===== src/rtl/csr_ctrl.sv =====
// Serialises Zicsr instruction accesses and the mepc/mcause/mtvec trap-entry sequence onto one CSR port.
// Insn: accept -> INSN -> DONE (3-cycle issue rate); trap: 3 cycles to ack; trap wins in IDLE, no preemption.
module csr_ctrl #(
  parameter logic [11:0] ADR_MEPC   = 12'h341,
  parameter logic [11:0] ADR_MCAUSE = 12'h342,
  parameter logic [11:0] ADR_MTVEC  = 12'h305
) (
  input  logic        i_clk,
  input  logic        i_rst,
  input  logic        i_insn_valid,
  output logic        o_insn_ready,
  input  logic [2:0]  i_insn_funct3,
  input  logic [11:0] i_insn_adr,
  input  logic [31:0] i_insn_src,
  input  logic [4:0]  i_insn_zimm,
  input  logic        i_insn_rs1_zero,
  input  logic        i_insn_rd_zero,
  output logic        o_insn_done,
  output logic [31:0] o_insn_rdata,
  output logic        o_insn_illegal,
  input  logic        i_trap_valid,
  input  logic [31:0] i_trap_pc,
  input  logic [31:0] i_trap_cause,
  output logic        o_trap_ack,
  output logic [31:0] o_trap_vec,
  output logic        o_csr_rd,
  output logic        o_csr_wr,
  output logic        o_csr_set,
  output logic        o_csr_clr,
  output logic [11:0] o_csr_adr,
  output logic [31:0] o_csr_wr_data,
  input  logic [31:0] i_csr_rd_data
);

  typedef enum logic [2:0] {
    IDLE,
    INSN,
    TRAP_EPC,
    TRAP_CAUSE,
    TRAP_VEC,
    DONE
  } state_t;

  state_t      state, state_nxt;
  logic [2:0]  f3_q;
  logic [11:0] adr_q;
  logic [31:0] opnd_q;
  logic        rs1_zero_q;
  logic        rd_zero_q;
  logic [31:0] rdata_q;
  logic [31:0] vec_q;
  logic        illegal;

  assign illegal = (f3_q[1:0] == 2'b00);

  always_ff @(posedge i_clk or posedge i_rst) begin
    if (i_rst) begin
      state      <= IDLE;
      f3_q       <= '0;
      adr_q      <= '0;
      opnd_q     <= '0;
      rs1_zero_q <= 1'b0;
      rd_zero_q  <= 1'b0;
      rdata_q    <= '0;
      vec_q      <= '0;
    end else begin
      state <= state_nxt;
      if (o_insn_ready) begin
        f3_q       <= i_insn_funct3;
        adr_q      <= i_insn_adr;
        opnd_q     <= i_insn_funct3[2] ? {27'b0, i_insn_zimm} : i_insn_src;
        rs1_zero_q <= i_insn_rs1_zero;
        rd_zero_q  <= i_insn_rd_zero;
      end
      // Old CSR value is sampled in the same cycle the write strobe is issued.
      if (state == INSN) rdata_q <= illegal ? 32'h0 : i_csr_rd_data;
      if (state == TRAP_VEC) vec_q <= i_csr_rd_data;
    end
  end

  // Vector is forwarded during the ack cycle, then held from the capture register.
  assign o_trap_vec   = (state == TRAP_VEC) ? i_csr_rd_data : vec_q;
  assign o_insn_rdata = rdata_q;

  always_comb begin
    state_nxt      = state;
    o_insn_ready   = 1'b0;
    o_insn_done    = 1'b0;
    o_insn_illegal = 1'b0;
    o_trap_ack     = 1'b0;
    o_csr_rd       = 1'b0;
    o_csr_wr       = 1'b0;
    o_csr_set      = 1'b0;
    o_csr_clr      = 1'b0;
    o_csr_adr      = '0;
    o_csr_wr_data  = '0;
    case (state)
      IDLE: begin
        if (i_trap_valid) begin
          state_nxt = TRAP_EPC;
        end else if (i_insn_valid) begin
          o_insn_ready = ~i_rst;
          state_nxt    = INSN;
        end
      end
      INSN: begin
        o_csr_adr     = adr_q;
        o_csr_wr_data = opnd_q;
        case (f3_q)
          3'b001, 3'b101: begin
            o_csr_wr = 1'b1;
            o_csr_rd = ~rd_zero_q;
          end
          3'b010, 3'b110: begin
            o_csr_rd  = 1'b1;
            o_csr_set = ~rs1_zero_q;
          end
          3'b011, 3'b111: begin
            o_csr_rd  = 1'b1;
            o_csr_clr = ~rs1_zero_q;
          end
          default: ;
        endcase
        state_nxt = DONE;
      end
      DONE: begin
        o_insn_done    = 1'b1;
        o_insn_illegal = illegal;
        state_nxt      = IDLE;
      end
      TRAP_EPC: begin
        o_csr_wr      = 1'b1;
        o_csr_adr     = ADR_MEPC;
        o_csr_wr_data = {i_trap_pc[31:1], 1'b0};
        state_nxt     = TRAP_CAUSE;
      end
      TRAP_CAUSE: begin
        o_csr_wr      = 1'b1;
        o_csr_adr     = ADR_MCAUSE;
        o_csr_wr_data = i_trap_cause;
        state_nxt     = TRAP_VEC;
      end
      TRAP_VEC: begin
        o_csr_rd   = 1'b1;
        o_csr_adr  = ADR_MTVEC;
        o_trap_ack = 1'b1;
        state_nxt  = IDLE;
      end
      default: state_nxt = IDLE;
    endcase
  end

endmodule


===== config.mk =====
export PLATFORM = sky130hd
export DESIGN_NAME = csr_ctrl
export DESIGN_NICKNAME = d
export VERILOG_FILES = /design/src/rtl/csr_ctrl.sv
export SDC_FILE = /design/constraint.sdc
export NUM_CORES = 1
export LEC_CHECK = 0
export ABC_CLOCK_PERIOD_IN_PS = 4200
export CAP_MARGIN = 20
export CORE_MARGIN = 3
export CORE_UTILIZATION = 42
export CTS_BUF_LIST = sky130_fd_sc_hd__clkbuf_8
export DETAILED_ROUTE_END_ITERATION = 7
export GPL_ROUTABILITY_DRIVEN = 0
export HOLD_SLACK_MARGIN = 0.12
export PLACE_DENSITY = 0.88
export SYNTH_ARGS = -nofsm -noshare
export SYNTH_HDL_FRONTEND = slang
export SYNTH_SLANG_ARGS = --single-unit

===== constraint.sdc =====
create_clock -name i_clk -period 4.2 [get_ports i_clk]
set_input_delay 0.42 -clock i_clk [delete_from_list [all_inputs] [get_ports i_clk]]
set_output_delay 0.42 -clock i_clk [all_outputs]
set_load 0.02 [all_outputs]

==> impl_results.html, run 1 <==
<table>
<tr><th>Metric</th><th>Value</th></tr>
<tr><th colspan="2">Finish</th></tr>
<tr><td>Growth of design area from synthesis to finish</td><td>55.9%</td></tr>
<tr><td>Antenna diode count</td><td>0</td></tr>
<tr><td>Fraction of layout cells with a size suffix above 1</td><td>21.3%</td></tr>
<tr><td>Number of nets in the layout</td><td>915</td></tr>
<tr><td>Layout Utilization</td><td>68.4%</td></tr>
<tr><td>Post-route non-filler standard cell count</td><td>945</td></tr>
<tr><th colspan="2">Job</th></tr>
<tr><td>Count of max-cap constraint violations</td><td>0</td></tr>
<tr><th colspan="2">Yosys</th></tr>
<tr><td>Post-synthesis cell type with the largest combined area</td><td>dfrtp_1</td></tr>
<tr><td>Count of flip-flops with a built-in enable after synthesis</td><td>0</td></tr>
<tr><td>Top-area cell type share of the netlist area</td><td>50.9%</td></tr>
<tr><td>Mean area per synthesized cell</td><td>11.2 µm²</td></tr>
<tr><td>Yosys synthesis warning count</td><td>0</td></tr>
<tr><td>Post-synthesis async set-or-reset flop share</td><td>100%</td></tr>
<tr><td>Sequential area share after synthesis</td><td>50.9%</td></tr>
<tr><td>Flop and latch count out of synthesis</td><td>115</td></tr>
<tr><td>Top post-synthesis cells by count</td><td>dfrtp_1, mux2_2, nand2_1</td></tr>
<tr><td>Number of different library cells in the post-synthesis netlist</td><td>34</td></tr>
<tr><td>Post-Synthesis Cell Area</td><td>5650 µm²</td></tr>
<tr><td>Leading post-synthesis cells by cell area</td><td>dfrtp_1, mux2_2, nand2_1</td></tr>
<tr><td>Number of nets produced by synthesis</td><td>660</td></tr>
<tr><td>Most common cell in the netlist</td><td>dfrtp_1</td></tr>
<tr><td>Post-synth top flop</td><td>dfrtp_1</td></tr>
<tr><td>Number of instances in the synthesized netlist</td><td>506</td></tr>
<tr><th colspan="2">Worst setup path</th></tr>
<tr><td>Critical Path, Cell by Cell</td><td>nor2_4 -&gt; nand2_1 -&gt; inv_2 -&gt; mux2_2 -&gt; clkdlybuf4s50_1</td></tr>
<tr><td>Reg2Reg Launch Point</td><td>state[0]</td></tr>
<tr><td>Delay contributed by the slowest stage of the critical path</td><td>720 ps</td></tr>
<tr><td>Register-to-Register Path Depth</td><td>4</td></tr>
<tr><td>Largest fanout of any net on the critical path</td><td>45</td></tr>
<tr><td>Worst path arrival time</td><td>3160 ps</td></tr>
<tr><td>Required arrival time at the worst endpoint</td><td>3780 ps</td></tr>
<tr><td>Crit path capture type</td><td>output pin</td></tr>
<tr><td>Critical path's top delay family</td><td>buffers and inverters</td></tr>
<tr><td>WP buf/inv</td><td>2</td></tr>
<tr><td>Register-to-register setup slack</td><td>1880 ps</td></tr>
<tr><td>Crit path max-delay cell type</td><td>dfrtp_2</td></tr>
<tr><td>Endpoint of the lowest-slack register-to-register path</td><td>o_insn_rdata[27]</td></tr>
<tr><td>Category of the worst setup path launch point</td><td>flip-flop</td></tr>
<tr><td>Kind of critical path</td><td>reg2out</td></tr>
<tr><th colspan="2">CTS</th></tr>
<tr><td>CTS Buf Count</td><td>17</td></tr>
<tr><td>Root buffer selected by CTS</td><td>clkbuf_8</td></tr>
<tr><td>H-Tree Level Count</td><td>4</td></tr>
<tr><td>Quantity of gates resized following cts</td><td>0</td></tr>
<tr><td>Clock net sink count</td><td>115</td></tr>
<tr><td>Clk buf depth</td><td>2</td></tr>
<tr><td>Insertion delay of the later-clocked pin in the worst-skew pair</td><td>430 ps</td></tr>
<tr><td>Post-CTS setup-driven buffer insertion count</td><td>0</td></tr>
<tr><td>Cts-stage hold buffer count</td><td>0</td></tr>
<tr><td>TritonCTS clock tree</td><td>yes</td></tr>
<tr><td>Clock-pin slew of the registers on the worst-case setup and hold paths</td><td>70 ps</td></tr>
<tr><th colspan="2">Drt</th></tr>
<tr><td>Iteration count of the initial detailed-routing pass</td><td>4</td></tr>
<tr><td>DRC violation count after routing</td><td>0</td></tr>
<tr><td>Final Routed Wirelength</td><td>16900 µm</td></tr>
<tr><td>Routed via count divided by cell count</td><td>5.11</td></tr>
<tr><td>Number of design-rule violations left by the first detailed-router iteration</td><td>246</td></tr>
<tr><td>DR WL/cell</td><td>17.9 µm</td></tr>
<tr><td>Antenna violation net count after detailed routing</td><td>0</td></tr>
<tr><td>Vias post-DR</td><td>4826</td></tr>
<tr><th colspan="2">Floorplan</th></tr>
<tr><td>Effective utilization at floorplan</td><td>43.9%</td></tr>
<tr><td>Area of the die</td><td>14900 µm²</td></tr>
<tr><td>Vertical die dimension</td><td>122 µm</td></tr>
<tr><td>Count of standard-cell rows</td><td>41</td></tr>
<tr><td>Area of the core</td><td>12900 µm²</td></tr>
<tr><td>Die W</td><td>122 µm</td></tr>
<tr><td>Io pins</td><td>270</td></tr>
<tr><th colspan="2">Outcome</th></tr>
<tr><td>Run status</td><td>finished clean</td></tr>
<tr><th colspan="2">Pwr</th></tr>
<tr><td>Peak supply drop</td><td>0.000314 V</td></tr>
<tr><td>Pwr dens</td><td>756 nW/µm²</td></tr>
<tr><td>Part of the total power dissipated in the clock network</td><td>14.9%</td></tr>
<tr><td>Switching component of the power</td><td>2.62 mW</td></tr>
<tr><td>Leakage</td><td>3.86 nW</td></tr>
<tr><td>Sequential share of power</td><td>29.3%</td></tr>
<tr><td>Int Power</td><td>4.04 mW</td></tr>
<tr><td>Part of the total power dissipated in combinational logic</td><td>55.8%</td></tr>
<tr><td>Fraction of power spent switching nets</td><td>39.4%</td></tr>
<tr><th colspan="2">Placement</th></tr>
<tr><td>Worst Setup Slack post-DPL</td><td>1020 ps</td></tr>
<tr><td>Detailed-placement wirelength estimate</td><td>12500 µm</td></tr>
<tr><td>Count of port buffers added during placement</td><td>268</td></tr>
<tr><td>Cell count after placement</td><td>913</td></tr>
<tr><th colspan="2">Min path</th></tr>
<tr><td>Classification of the worst-slack hold path</td><td>in2async</td></tr>
<tr><th colspan="2">STA</th></tr>
<tr><td>Worst setup margin</td><td>616 ps</td></tr>
<tr><td>Number of max-slew violations in the final report</td><td>0</td></tr>
<tr><td>Part of the cycle the worst path needs</td><td>85.3%</td></tr>
<tr><td>Slew margin rel.</td><td>42.5%</td></tr>
<tr><td>Actual transition at the worst max-transition pin</td><td>862 ps</td></tr>
<tr><td>Achievable Freq</td><td>279 MHz</td></tr>
<tr><td>Hold violation count in the final report</td><td>0</td></tr>
<tr><td>Worst clock skew</td><td>11.2 ps</td></tr>
<tr><td>Setup_tns</td><td>0 ps</td></tr>
<tr><td>Setup violations, final</td><td>0</td></tr>
<tr><td>Setup repair after global routing missed its margin</td><td>no</td></tr>
<tr><td>Time the final worst path needs with I/O delays and setup</td><td>3580 ps</td></tr>
<tr><th colspan="2">GRT</th></tr>
<tr><td>Vias in the first global route</td><td>5209</td></tr>
<tr><td>Total overflow reported by the global router</td><td>0</td></tr>
<tr><td>Total global routing track utilization</td><td>23.0%</td></tr>
<tr><td>Number of antenna violations at the first check in global routing</td><td>0</td></tr>
<tr><td>First-pass GRT wire length</td><td>26600 µm</td></tr>
<tr><td>Largest net degree at the start of global routing</td><td>89</td></tr>
</table>
==> cell type report <==
| class | count | area (µm²) |
|---|---|---|
| multi-input cells | 344 | 2530 |
| repair buffers | 277 | 2770 |
| clock buffers | 20 | 275 |
| clock inverters | 11 | 111 |
| inverters | 6 | 25.0 |
| fillers | 890 | 4070 |
| flip-flops and latches | 115 | 2880 |
| well taps | 172 | 215 |
==> worst max-delay path by stage <==
stage / cells past startpoint / from / endpoint / slack, ps
after CTS: 5 / state[0] / o_trap_vec[7] / 530
after global placement: 5 / state[0] / o_trap_vec[4] / 1110
final: 5 / state[0] / o_trap_vec[18] / 620
after floorplan: 1 / i_rst / adr_q[0] / 740
after detailed placement: 5 / state[0] / o_trap_vec[7] / 1020
after global routing: 5 / state[0] / o_trap_vec[1] / 430
==> power groups by stage <==
| stage | Combinational, mW | Sequential (mW) | Clock [mW] |
|---|---|---|---|
| finish | 3.71 | 1.95 | 0.994 |
| global route | 3.96 | 2.01 | 1.08 |
| CTS | 3.74 | 1.95 | 1.02 |
| detailed placement | 3.73 | 1.97 | 0 |
| global placement | 3.65 | 1.93 | 0 |
| floorplan | 2.21 | 1.92 | 0 |
==> cells in the final DEF, fill, tap and decap left out, drive strengths merged, types with 2 or more instances in the layout <==
cell,Yosys,routed
dfrtp,115,115
a21oi,3,3
nand3,33,33
clkbuf,15,20
clkinvlp,0,3
nor4,2,2
nand2,68,68
a22oi,31,31
nor2b,30,30
nor3,2,2
nor2,39,39
inv,6,7
mux2,116,116
clkinv,0,5
and2,6,6
buf,26,9
o21ai,4,4
clkdlybuf4s50,0,268
bufinv,0,2
==> through the flow <==
step                hold WS (ps)  area, µm²  power [mW]
global route                 419       8810        7.05
CTS                          469       8780        6.72
floorplan                    470       5650        4.13
global placement             448       8390        5.58
detailed placement           456       8390        5.70
finish                       415       8810        6.66
==> routing by layer <==
layer | wire length (µm) | GRT usage, % | up-vias
li1 | - | - | 2249
met1 | 6350 | 25.9 | 2328
met2 | 8590 | 39.7 | 223
met3 | 1640 | 8.50 | 26
met4 | 355 | 8.54 | 0
met5 | 0 | 0 | -
==> flip-flops by register name, indices dropped and copies added, names as in the netlist <==
| signal | flops |
|---|---|
| state | 3 |
| rs1_zero_q | 1 |
| vec_q | 32 |
| rd_zero_q | 1 |
| o_insn_rdata | 32 |
| f3_q | 2 |
| opnd_q | 32 |
| adr_q | 12 |
==> cells by family (layout without fill, tap and decap cells) <==
kind of cell              Yosys count  in the layout  synth area share [%]
buffers and inverters              47            314                  4.47
xor gates and xnor gates            1              1                 0.155
DFF                               115            115                  50.9
and+or+nand+nor                   185            185                  15.4
muxes                             117            117                  23.9
AOI/OAI and AO/OA                  41             41                  5.12
==> worst register-to-register path, stage by stage, from the launching register on <==
cell	delay, ps
dfrtp_2	940
nor3b_4	630
buf_4	410
nand3_1	180
nand2_1	100
No activity file was read; power rests on OpenSTA's default activity.
==> inputs of run 2 (changes only) <==
CORE_MARGIN = 5   (was 3)
==> run 2 against run 1 <==
Clock power is 8.6% lower. Flip-flop and latch count stayed put. Worst hold slack better by 48 ps. Final cell count is 0.42% higher. Clock skew is 2.8 ps lower. Routed wire length is 0.26% higher. First-iteration DRC count is 5.7% lower. Maximum frequency is 0.92% higher. Critical path depth stayed put. Critical path type unchanged.
==> impl_results.html, run 2 (synthesis gave the netlist of run 1 again) <==
<table>
<tr><th>Metric</th><th>Value</th></tr>
<tr><th colspan="2">Pwr</th></tr>
<tr><td>Switching component of the power</td><td>2.62 mW</td></tr>
<tr><td>Fraction of power spent switching nets</td><td>39.7%</td></tr>
<tr><td>Part of the total power dissipated in combinational logic</td><td>57.9%</td></tr>
<tr><td>Pwr dens</td><td>753 nW/µm²</td></tr>
<tr><td>Peak supply drop</td><td>0.000368 V</td></tr>
<tr><td>Int Power</td><td>3.97 mW</td></tr>
<tr><td>Part of the total power dissipated in the clock network</td><td>13.8%</td></tr>
<tr><td>Sequential share of power</td><td>28.4%</td></tr>
<tr><td>Leakage</td><td>3.86 nW</td></tr>
<tr><th colspan="2">Worst setup path</th></tr>
<tr><td>Critical Path, Cell by Cell</td><td>buf_4 -&gt; nand2_1 -&gt; inv_2 -&gt; mux2_2 -&gt; clkdlybuf4s50_1</td></tr>
<tr><td>Crit path max-delay cell type</td><td>inv_2</td></tr>
<tr><td>Endpoint of the lowest-slack register-to-register path</td><td>vec_q[18]</td></tr>
<tr><td>Crit path capture type</td><td>output pin</td></tr>
<tr><td>Register-to-Register Path Depth</td><td>4</td></tr>
<tr><td>Register-to-register setup slack</td><td>1940 ps</td></tr>
<tr><td>Required arrival time at the worst endpoint</td><td>3780 ps</td></tr>
<tr><td>Delay contributed by the slowest stage of the critical path</td><td>600 ps</td></tr>
<tr><td>Reg2Reg Launch Point</td><td>state[2]</td></tr>
<tr><td>Kind of critical path</td><td>reg2out</td></tr>
<tr><td>Largest fanout of any net on the critical path</td><td>42</td></tr>
<tr><td>Worst path arrival time</td><td>3130 ps</td></tr>
<tr><td>Category of the worst setup path launch point</td><td>flip-flop</td></tr>
<tr><th colspan="2">Finish</th></tr>
<tr><td>Growth of design area from synthesis to finish</td><td>55.0%</td></tr>
<tr><td>Most common library cell in the layout ignoring fill and taps</td><td>clkdlybuf4s50_1</td></tr>
<tr><td>Layout Utilization</td><td>66.1%</td></tr>
<tr><td>Number of nets in the layout</td><td>916</td></tr>
<tr><td>Antenna diode count</td><td>0</td></tr>
<tr><td>Area of all placed cells without fillers</td><td>8760 µm²</td></tr>
<tr><td>Commonest non-fill, non-tap cells in the layout</td><td>clkdlybuf4s50_1, dfrtp_1, mux2_2, nand2_1, nor2_1</td></tr>
<tr><td>Area of the multi-input gates</td><td>2530 µm²</td></tr>
<tr><td>Number of fill cells</td><td>995</td></tr>
<tr><td>Fraction of layout cells with a size suffix above 1</td><td>20.8%</td></tr>
<tr><td>FF+latch area</td><td>2880 µm²</td></tr>
<tr><th colspan="2">Min path</th></tr>
<tr><td>Hold path depth</td><td>2</td></tr>
<tr><td>HP Start</td><td>o_insn_rdata[5]</td></tr>
<tr><td>Classification of the worst-slack hold path</td><td>reg2reg</td></tr>
<tr><td>Hold Path Sink</td><td>o_insn_rdata[5]</td></tr>
<tr><th colspan="2">GRT</th></tr>
<tr><td>Total global routing track utilization</td><td>21.3%</td></tr>
<tr><td>Met3 Resource Use GR</td><td>8.26%</td></tr>
<tr><td>Largest net degree at the start of global routing</td><td>68</td></tr>
<tr><td>Total overflow reported by the global router</td><td>0</td></tr>
<tr><td>Vias in the first global route</td><td>5169</td></tr>
<tr><td>Busiest grt layer</td><td>met2</td></tr>
<tr><td>First-pass GRT wire length</td><td>26800 µm</td></tr>
<tr><td>GR Layer Usage met2</td><td>36.9%</td></tr>
<tr><td>Met1 track utilization from global routing</td><td>23.3%</td></tr>
<tr><td>Number of antenna violations at the first check in global routing</td><td>0</td></tr>
<tr><th colspan="2">Floorplan</th></tr>
<tr><td>Area of the die</td><td>15900 µm²</td></tr>
<tr><td>Die W</td><td>126 µm</td></tr>
<tr><td>Area of the core</td><td>13200 µm²</td></tr>
<tr><td>Io pins</td><td>270</td></tr>
<tr><td>Effective utilization at floorplan</td><td>42.7%</td></tr>
<tr><td>Vertical die dimension</td><td>126 µm</td></tr>
<tr><td>Count of standard-cell rows</td><td>42</td></tr>
<tr><th colspan="2">STA</th></tr>
<tr><td>Worst clock skew</td><td>8.36 ps</td></tr>
<tr><td>Part of the cycle the worst path needs</td><td>84.6%</td></tr>
<tr><td>Number of max-slew violations in the final report</td><td>0</td></tr>
<tr><td>Setup violations, final</td><td>0</td></tr>
<tr><td>Hold slack final</td><td>463 ps</td></tr>
<tr><td>Actual transition at the worst max-transition pin</td><td>1040 ps</td></tr>
<tr><td>Slew margin rel.</td><td>30.6%</td></tr>
<tr><td>Hold violation count in the final report</td><td>0</td></tr>
<tr><td>Setup repair after global routing missed its margin</td><td>no</td></tr>
<tr><td>Achievable Freq</td><td>282 MHz</td></tr>
<tr><td>Time the final worst path needs with I/O delays and setup</td><td>3550 ps</td></tr>
<tr><td>Setup_tns</td><td>0 ps</td></tr>
<tr><th colspan="2">Drt</th></tr>
<tr><td>Iteration count of the initial detailed-routing pass</td><td>5</td></tr>
<tr><td>DRC violation count after routing</td><td>0</td></tr>
<tr><td>DR WL/cell</td><td>17.9 µm</td></tr>
<tr><td>Final Routed Wirelength</td><td>17000 µm</td></tr>
<tr><td>Antenna violation net count after detailed routing</td><td>0</td></tr>
<tr><td>Number of design-rule violations left by the first detailed-router iteration</td><td>232</td></tr>
<tr><td>Vias post-DR</td><td>4843</td></tr>
<tr><td>Routed via count divided by cell count</td><td>5.10</td></tr>
<tr><th colspan="2">CTS</th></tr>
<tr><td>TritonCTS clock tree</td><td>yes</td></tr>
<tr><td>Clock net sink count</td><td>115</td></tr>
<tr><td>Post-CTS setup-driven buffer insertion count</td><td>0</td></tr>
<tr><td>Insertion delay of the later-clocked pin in the worst-skew pair</td><td>430 ps</td></tr>
<tr><td>Clock-pin slew of the registers on the worst-case setup and hold paths</td><td>70 ps</td></tr>
<tr><td>Clk buf depth</td><td>2</td></tr>
<tr><td>Quantity of gates resized following cts</td><td>0</td></tr>
<tr><td>Root buffer selected by CTS</td><td>clkbuf_8</td></tr>
<tr><td>H-Tree Level Count</td><td>4</td></tr>
<tr><td>Cts-stage hold buffer count</td><td>0</td></tr>
<tr><td>CTS Buf Count</td><td>17</td></tr>
<tr><th colspan="2">Placement</th></tr>
<tr><td>Count of port buffers added during placement</td><td>268</td></tr>
<tr><td>Detailed-placement wirelength estimate</td><td>12600 µm</td></tr>
<tr><td>Area after DPL</td><td>8410 µm²</td></tr>
<tr><th colspan="2">Job</th></tr>
<tr><td>Count of max-cap constraint violations</td><td>0</td></tr>
<tr><th colspan="2">Outcome</th></tr>
<tr><td>Run status</td><td>finished clean</td></tr>
</table>
run 2: changes by cell type in the layout (fill, tap and decap cells not counted):
| cell | delta |
|---|---|
| buf_4 | +2 |
| dfrtp_2 | -1 |
| clkinvlp_4 | -3 |
| buf_16 | -1 |
| inv_1 | +3 |
| dfrtp_1 | +1 |
| bufinv_16 | -1 |
run 2: power groups by stage:
stage,clock network (mW),logic (mW),registers [mW]
2_1_floorplan,0,2.21,1.92
3_3_place_gp,0,3.76,1.85
3_5_place_dp,0,3.84,1.88
4_1_cts,0.934,3.85,1.87
5_1_grt,0.987,4.07,1.93
6_report,0.909,3.81,1.87
run 2: per-layer routing:
metal | vias up | share of wire (%)
met5 | - | 0
met4 | 0 | 2.8
met3 | 37 | 9.5
met2 | 213 | 50
met1 | 2350 | 37
li1 | 2243 | -
run 2: how the worst max path moves through the flow:
| stage | start | endpoint | slack, ps | cells past startpoint |
|---|---|---|---|---|
| 3_5_place_dp | state[2] | o_trap_vec[15] | 1080 | 5 |
| 6_report | state[2] | o_trap_vec[15] | 650 | 5 |
| 4_1_cts | state[2] | o_trap_vec[15] | 590 | 5 |
| 2_1_floorplan | i_rst | adr_q[0] | 740 | 1 |
| 3_3_place_gp | state[2] | o_trap_vec[25] | 1120 | 5 |
| 5_1_grt | state[2] | o_trap_vec[15] | 470 | 5 |
run 2: cell type report:
class	instances	area share [%]
inverter	6	0.286
clock inverter	10	0.800
clock buffer	20	3.14
multi-input combinational	344	28.9
timing repair buffer	278	31.5
tap	176	2.51
sequential	115	32.9
run 2: through the flow:
| step | instances | setup WS (ps) | power [mW] |
|---|---|---|---|
| 2_1_floorplan | 506 | 736 | 4.13 |
| 3_3_place_gp | 919 | 1120 | 5.60 |
| 3_5_place_dp | 919 | 1080 | 5.73 |
| 4_1_cts | 949 | 586 | 6.65 |
| 5_1_grt | 949 | 474 | 6.98 |
| 6_report | 949 | 648 | 6.59 |
run 2: worst max-delay path: cells and delay by family (launching register included):
kind,cells,cell delay (ps)
and+or+nand+nor,1,280
muxes,1,430
buffers and inverters,3,1570
DFF,1,390
==> inputs of run 3 (changes only) <==
ABC_CLOCK_PERIOD_IN_PS = 3700   (was 4200)
clock period = 3.7 ns   (was 4.2 ns; I/O delays follow)
==> run 3 against run 2 <==
Clock skew up 1.1 ps. Final area up 0.41%. Sequential power up 13%. Highest routed layer unchanged. Critical endpoint is now o_csr_clr. Non-clock buffer count down 1. Routed wire length down 0.35%.
==> impl_results.html, run 3 (synthesis gave the netlist of run 1 again) <==
<table>
<tr><th>Metric</th><th>Value</th></tr>
<tr><th colspan="2">STA</th></tr>
<tr><td>Setup repair after global routing missed its margin</td><td>no</td></tr>
<tr><td>Actual transition at the worst max-transition pin</td><td>705 ps</td></tr>
<tr><td>Time the final worst path needs with I/O delays and setup</td><td>3190 ps</td></tr>
<tr><td>Setup violations, final</td><td>0</td></tr>
<tr><td>Achievable Freq</td><td>313 MHz</td></tr>
<tr><td>Hold violation count in the final report</td><td>0</td></tr>
<tr><td>Worst clock skew</td><td>9.44 ps</td></tr>
<tr><td>Part of the cycle the worst path needs</td><td>86.3%</td></tr>
<tr><td>Setup_tns</td><td>0 ps</td></tr>
<tr><td>Slew margin rel.</td><td>52.9%</td></tr>
<tr><td>Number of max-slew violations in the final report</td><td>0</td></tr>
<tr><th colspan="2">Pwr</th></tr>
<tr><td>Pwr dens</td><td>857 nW/µm²</td></tr>
<tr><td>Peak supply drop</td><td>0.000502 V</td></tr>
<tr><td>Leakage</td><td>3.87 nW</td></tr>
<tr><th colspan="2">Placement</th></tr>
<tr><td>Count of port buffers added during placement</td><td>268</td></tr>
<tr><td>Detailed-placement wirelength estimate</td><td>12700 µm</td></tr>
<tr><td>Area after DPL</td><td>8420 µm²</td></tr>
<tr><th colspan="2">Floorplan</th></tr>
<tr><td>Vertical die dimension</td><td>126 µm</td></tr>
<tr><td>Area of the core</td><td>13200 µm²</td></tr>
<tr><td>Effective utilization at floorplan</td><td>42.7%</td></tr>
<tr><td>Area of the die</td><td>15900 µm²</td></tr>
<tr><td>Io pins</td><td>270</td></tr>
<tr><td>Die W</td><td>126 µm</td></tr>
<tr><td>Count of standard-cell rows</td><td>42</td></tr>
<tr><th colspan="2">GRT</th></tr>
<tr><td>Number of antenna violations at the first check in global routing</td><td>0</td></tr>
<tr><td>Largest net degree at the start of global routing</td><td>62</td></tr>
<tr><td>Vias in the first global route</td><td>5182</td></tr>
<tr><td>First-pass GRT wire length</td><td>26700 µm</td></tr>
<tr><td>Total overflow reported by the global router</td><td>0</td></tr>
<tr><td>Total global routing track utilization</td><td>21.3%</td></tr>
<tr><th colspan="2">Worst setup path</th></tr>
<tr><td>Category of the worst setup path launch point</td><td>flip-flop</td></tr>
<tr><td>Reg2Reg Launch Point</td><td>state[0]</td></tr>
<tr><td>Crit path capture type</td><td>output pin</td></tr>
<tr><td>Worst path arrival time</td><td>2820 ps</td></tr>
<tr><td>Required arrival time at the worst endpoint</td><td>3330 ps</td></tr>
<tr><td>Register-to-Register Path Depth</td><td>5</td></tr>
<tr><td>Largest fanout of any net on the critical path</td><td>44</td></tr>
<tr><td>Beginning of the critical path</td><td>state[0]</td></tr>
<tr><td>Kind of critical path</td><td>reg2out</td></tr>
<tr><th colspan="2">Finish</th></tr>
<tr><td>Most common library cell in the layout ignoring fill and taps</td><td>clkdlybuf4s50_1</td></tr>
<tr><td>Antenna diode count</td><td>0</td></tr>
<tr><td>Number of nets in the layout</td><td>915</td></tr>
<tr><td>Growth of design area from synthesis to finish</td><td>55.6%</td></tr>
<tr><td>Commonest non-fill, non-tap cells in the layout</td><td>clkdlybuf4s50_1, dfrtp_1, mux2_2, nand2_1, nor2_1</td></tr>
<tr><td>Fraction of layout cells with a size suffix above 1</td><td>20.8%</td></tr>
<tr><td>Layout Utilization</td><td>66.4%</td></tr>
<tr><td>Area of all placed cells without fillers</td><td>8790 µm²</td></tr>
<tr><th colspan="2">Drt</th></tr>
<tr><td>DRC violation count after routing</td><td>0</td></tr>
<tr><td>Routed via count divided by cell count</td><td>5.06</td></tr>
<tr><td>Final Routed Wirelength</td><td>16900 µm</td></tr>
<tr><td>Number of design-rule violations left by the first detailed-router iteration</td><td>245</td></tr>
<tr><td>DR WL/cell</td><td>17.8 µm</td></tr>
<tr><td>Vias post-DR</td><td>4803</td></tr>
<tr><td>Antenna violation net count after detailed routing</td><td>0</td></tr>
<tr><td>Iteration count of the initial detailed-routing pass</td><td>4</td></tr>
<tr><th colspan="2">Outcome</th></tr>
<tr><td>Run status</td><td>finished clean</td></tr>
<tr><th colspan="2">CTS</th></tr>
<tr><td>Quantity of gates resized following cts</td><td>0</td></tr>
<tr><td>CTS Buf Count</td><td>17</td></tr>
<tr><td>Cts-stage hold buffer count</td><td>0</td></tr>
<tr><td>Clk buf depth</td><td>2</td></tr>
<tr><td>Insertion delay of the later-clocked pin in the worst-skew pair</td><td>430 ps</td></tr>
<tr><td>H-Tree Level Count</td><td>4</td></tr>
<tr><td>Post-CTS setup-driven buffer insertion count</td><td>0</td></tr>
<tr><td>TritonCTS clock tree</td><td>yes</td></tr>
<tr><td>Clock net sink count</td><td>115</td></tr>
<tr><td>Root buffer selected by CTS</td><td>clkbuf_8</td></tr>
<tr><td>Clock-pin slew of the registers on the worst-case setup and hold paths</td><td>70 ps</td></tr>
<tr><th colspan="2">Min path</th></tr>
<tr><td>Hold path depth</td><td>2</td></tr>
<tr><td>Classification of the worst-slack hold path</td><td>reg2reg</td></tr>
<tr><td>HP Start</td><td>o_insn_rdata[31]</td></tr>
<tr><th colspan="2">Job</th></tr>
<tr><td>Count of max-cap constraint violations</td><td>0</td></tr>
</table>
## run 3: changes by cell type in the layout (fill, tap and decap cells not counted)
cell	before	now
clkbuf_8	20	23
buf_12	0	1
clkinv_2	5	3
buf_4	10	8
## run 3: path summary, 6_finish.rpt
kind,endpoint,slack (ps)
setup / recovery,o_csr_clr,510
hold / removal,o_insn_rdata[31],470
setup reg to reg,o_insn_rdata[0],1530
hold reg to reg,o_insn_rdata[31],470
max in group asynchronous,state[1],2390
min in group asynchronous,opnd_q[31],500
## run 3: final cells by class
cell class,count,area [µm²]
fillers,973,4450
flip-flops and latches,115,2880
repair buffers,277,2760
multi-input cells,344,2530
clock buffers,23,317
well taps,176,220
clock inverters,8,60.1
inverters,6,25.0
## run 3: where the power goes
part | switching, mW | leakage (nW) | internal [mW]
sequential | 0.276 | 1.44 | 1.83
clock | 0.473 | 0.213 | 0.621
combinational | 2.22 | 2.22 | 2.11
total | 2.97 | 3.87 | 4.57
## run 3: layer usage
layer | track usage [%] | vias up | routed length, µm
met5 | 0 | - | 0
met4 | 9.34 | 0 | 502
met3 | 8.59 | 41 | 1630
met2 | 36.7 | 218 | 8670
met1 | 23.0 | 2303 | 6130
li1 | - | 2241 | -
## run 3: worst max-delay path: stages (launching register included)
cell	delay, ps
dfrtp_1	390
buf_4	440
or3b_1	600
nor4_1	280
clkdlybuf4s50_1	670
## run 3: metrics by stage
stage | total power [mW] | hold slack [ps] | setup slack, ps | cells
after floorplan | 4.69 | 470 | 286 | 506
after global placement | 6.36 | 452 | 1000 | 918
after detailed placement | 6.50 | 455 | 934 | 918
after CTS | 7.62 | 469 | 425 | 949
after global routing | 7.99 | 489 | 326 | 949
final | 7.54 | 466 | 507 | 949
==> patch: new RTL, flow settings as in run 1 <==
The 6 states of `state_t` get a one-hot encoding in 6 bits.
--- a/src/rtl/csr_ctrl.sv
+++ b/src/rtl/csr_ctrl.sv
@@ -32,13 +32,13 @@
   input  logic [31:0] i_csr_rd_data
 );
 
-  typedef enum logic [2:0] {
-    IDLE,
-    INSN,
-    TRAP_EPC,
-    TRAP_CAUSE,
-    TRAP_VEC,
-    DONE
+  typedef enum logic [5:0] {
+    IDLE       = 6'b000001,
+    INSN       = 6'b000010,
+    TRAP_EPC   = 6'b000100,
+    TRAP_CAUSE = 6'b001000,
+    TRAP_VEC   = 6'b010000,
+    DONE       = 6'b100000
   } state_t;
 
   state_t      state, state_nxt;
Behaviour: same outputs for any inputs over 4 cycles, from zero or initial values and one cycle with i_rst high; so few cycles prove little.
==> patch against run 1 <==
- worst setup slack got worse by 0.15 ns
- sequential cell count rose by 3
- total power fell by 11%
- final area rose by 2.5%
- combinational power fell by 26%
- utilization fell by 0.76 points
- critical path type unchanged
- clock skew fell by 0.00072 ns
- global-route usage rose by 0.72 points
- area after synthesis rose by 1.9%
- die area rose by 1.8%
- routed wire length rose by 7.9%
==> patch: results (changes against run 1) <==
[status]
status=finished, final reports clean

[sta]
tightest_slew_ns=0.773  ; -0.0892 ns
hold_ws_ns=0.490  ; +0.0749 ns
skew_ns=0.0105  ; -0.000719 ns
maxClockFrequency_mhz=268  ; -4.0%

[critical_path]
ff2ff_setup_slack_ns=1.60  ; -0.28 ns
critical-path-top-delay-family=buffers and inverters
arrival_ns=3.31  ; +0.15 ns
max_stage_delay_ns=0.67  ; -0.05 ns
r2r_start=state[5]
slowest_stage=clkdlybuf4s50_1
cp_max_fo=33  ; -27%

[clock_network]
clock_latency_ns=0.44
cts_resized=0  ; unchanged
cts_buffers=17  ; unchanged
cts_setup_buffers=0  ; unchanged

[drt]
dr.pass1.iters=4  ; unchanged
met1Wirelength_um=6810  ; +7.3%
routed_wl_um=18300  ; +7.9%
first_iter_violations=363  ; +48%
vias=4867  ; +0.85%
wl_met2_um=9060  ; +5.4%
routed.top_layer=met4
vias_per_cell=5.11  ; about the same
dr_wl_met3_um=2050  ; +25%

[power_and_ir_drop]
p_int_mw=3.76  ; -6.8%
max-vdd-ir-drop_mv=0.432  ; +37%
cellLeakagePower_nw=4.01  ; +4.0%

[placement]
hpwl_um=13100  ; +5.0%
postPlaceCellArea_um2=8550  ; +1.9%
placed_cells=921  ; +0.88%
dpl_worst_slack_ns=0.931  ; -0.0901 ns

[cells_and_area]
num_antenna_cells=0  ; unchanged
layout-drive-gt1-share=0.149  ; -0.0642
fill_cells=963  ; +8.2%

[global_routing]
grt_use_total=0.237  ; +0.00719
grt_max_degree=63  ; -29%
grt_pass1_vias=5137  ; -1.4%
antenna_found_initial=0  ; unchanged
grt_first_pass_wirelength_um=27300  ; +2.4%

[logic_synthesis]
syn_nets=657  ; -0.45%
yosys-top-cells-count=dfrtp_1 (117), mux2_2 (65), inv_1 (63)
ys_types=33  ; -2.9%
synth_area_leaders=dfrtp_1 (51%), mux2_2 (13%), a221o_1 (5.4%), mux2i_1 (4.9%), inv_1 (4.1%)
syn_inst=503  ; -0.59%
ys.flop_type=dfrtp_1
ys_seq_area_frac=0.513  ; +0.00374
ys.warnings.count=0  ; unchanged

patch: changes by cell type after synthesis, moves of 31 or more:
cell     delta
a221o_1    +31
nand3_1    -32
nor3_1     +31
nand2_1    -36
a22oi_1    -31
inv_1      +58
mux2_2     -41
nor2_1     -34
patch: cell families after synthesis:
kind of cell / share of synthesized area
multiplexers: 0.215
AO/OA/AOI/OAI: 0.0791
AND/OR/NAND/NOR: 0.112
flip-flops: 0.513
buffers and inverters: 0.0813
patch: layer usage:
layer | track usage | vias to the layer above
met3 | 0.101 | 20
met5 | 0 | -
met4 | 0.0941 | 0
met2 | 0.401 | 207
met1 | 0.264 | 2393
li1 | - | 2247
patch: worst paths after layout:
check | to | cells after the start
hold / removal | adr_q[0] | 2
setup reg to reg | o_insn_rdata[3] | 5
min in group i_clk | opnd_q[14] | 1
setup / recovery | o_csr_wr_data[2] | 6
hold reg to reg | opnd_q[14] | 1
max in group asynchronous | vec_q[21] | 3
patch: area by class of cell:
type | instances | area, µm² | share of cell area
timing repair buffer | 279 | 2790 | 0.309
inverter | 64 | 243 | 0.0269
clock inverter | 12 | 199 | 0.0220
multi-input combinational | 284 | 2350 | 0.260
tap | 176 | 220 | 0.0244
clock buffer | 20 | 275 | 0.0305
sequential | 118 | 2950 | 0.327
patch: worst reg2reg max path, delay by kind of cell (launching register included):
family / cells / cell delay, ns
multiplexers: 1 / 0.32
AND/OR/NAND/NOR: 2 / 1.11
buffers and inverters: 2 / 0.66
flip-flops: 1 / 0.41
patch: power groups by stage:
stage,sequential [mW],clock (mW),combinational (mW)
finish,1.93,1.23,2.76
global route,1.98,1.30,2.94
CTS,1.93,1.25,2.78
detailed placement,1.94,0,2.76
global placement,1.90,0,2.69
floorplan,2.06,0,1.36
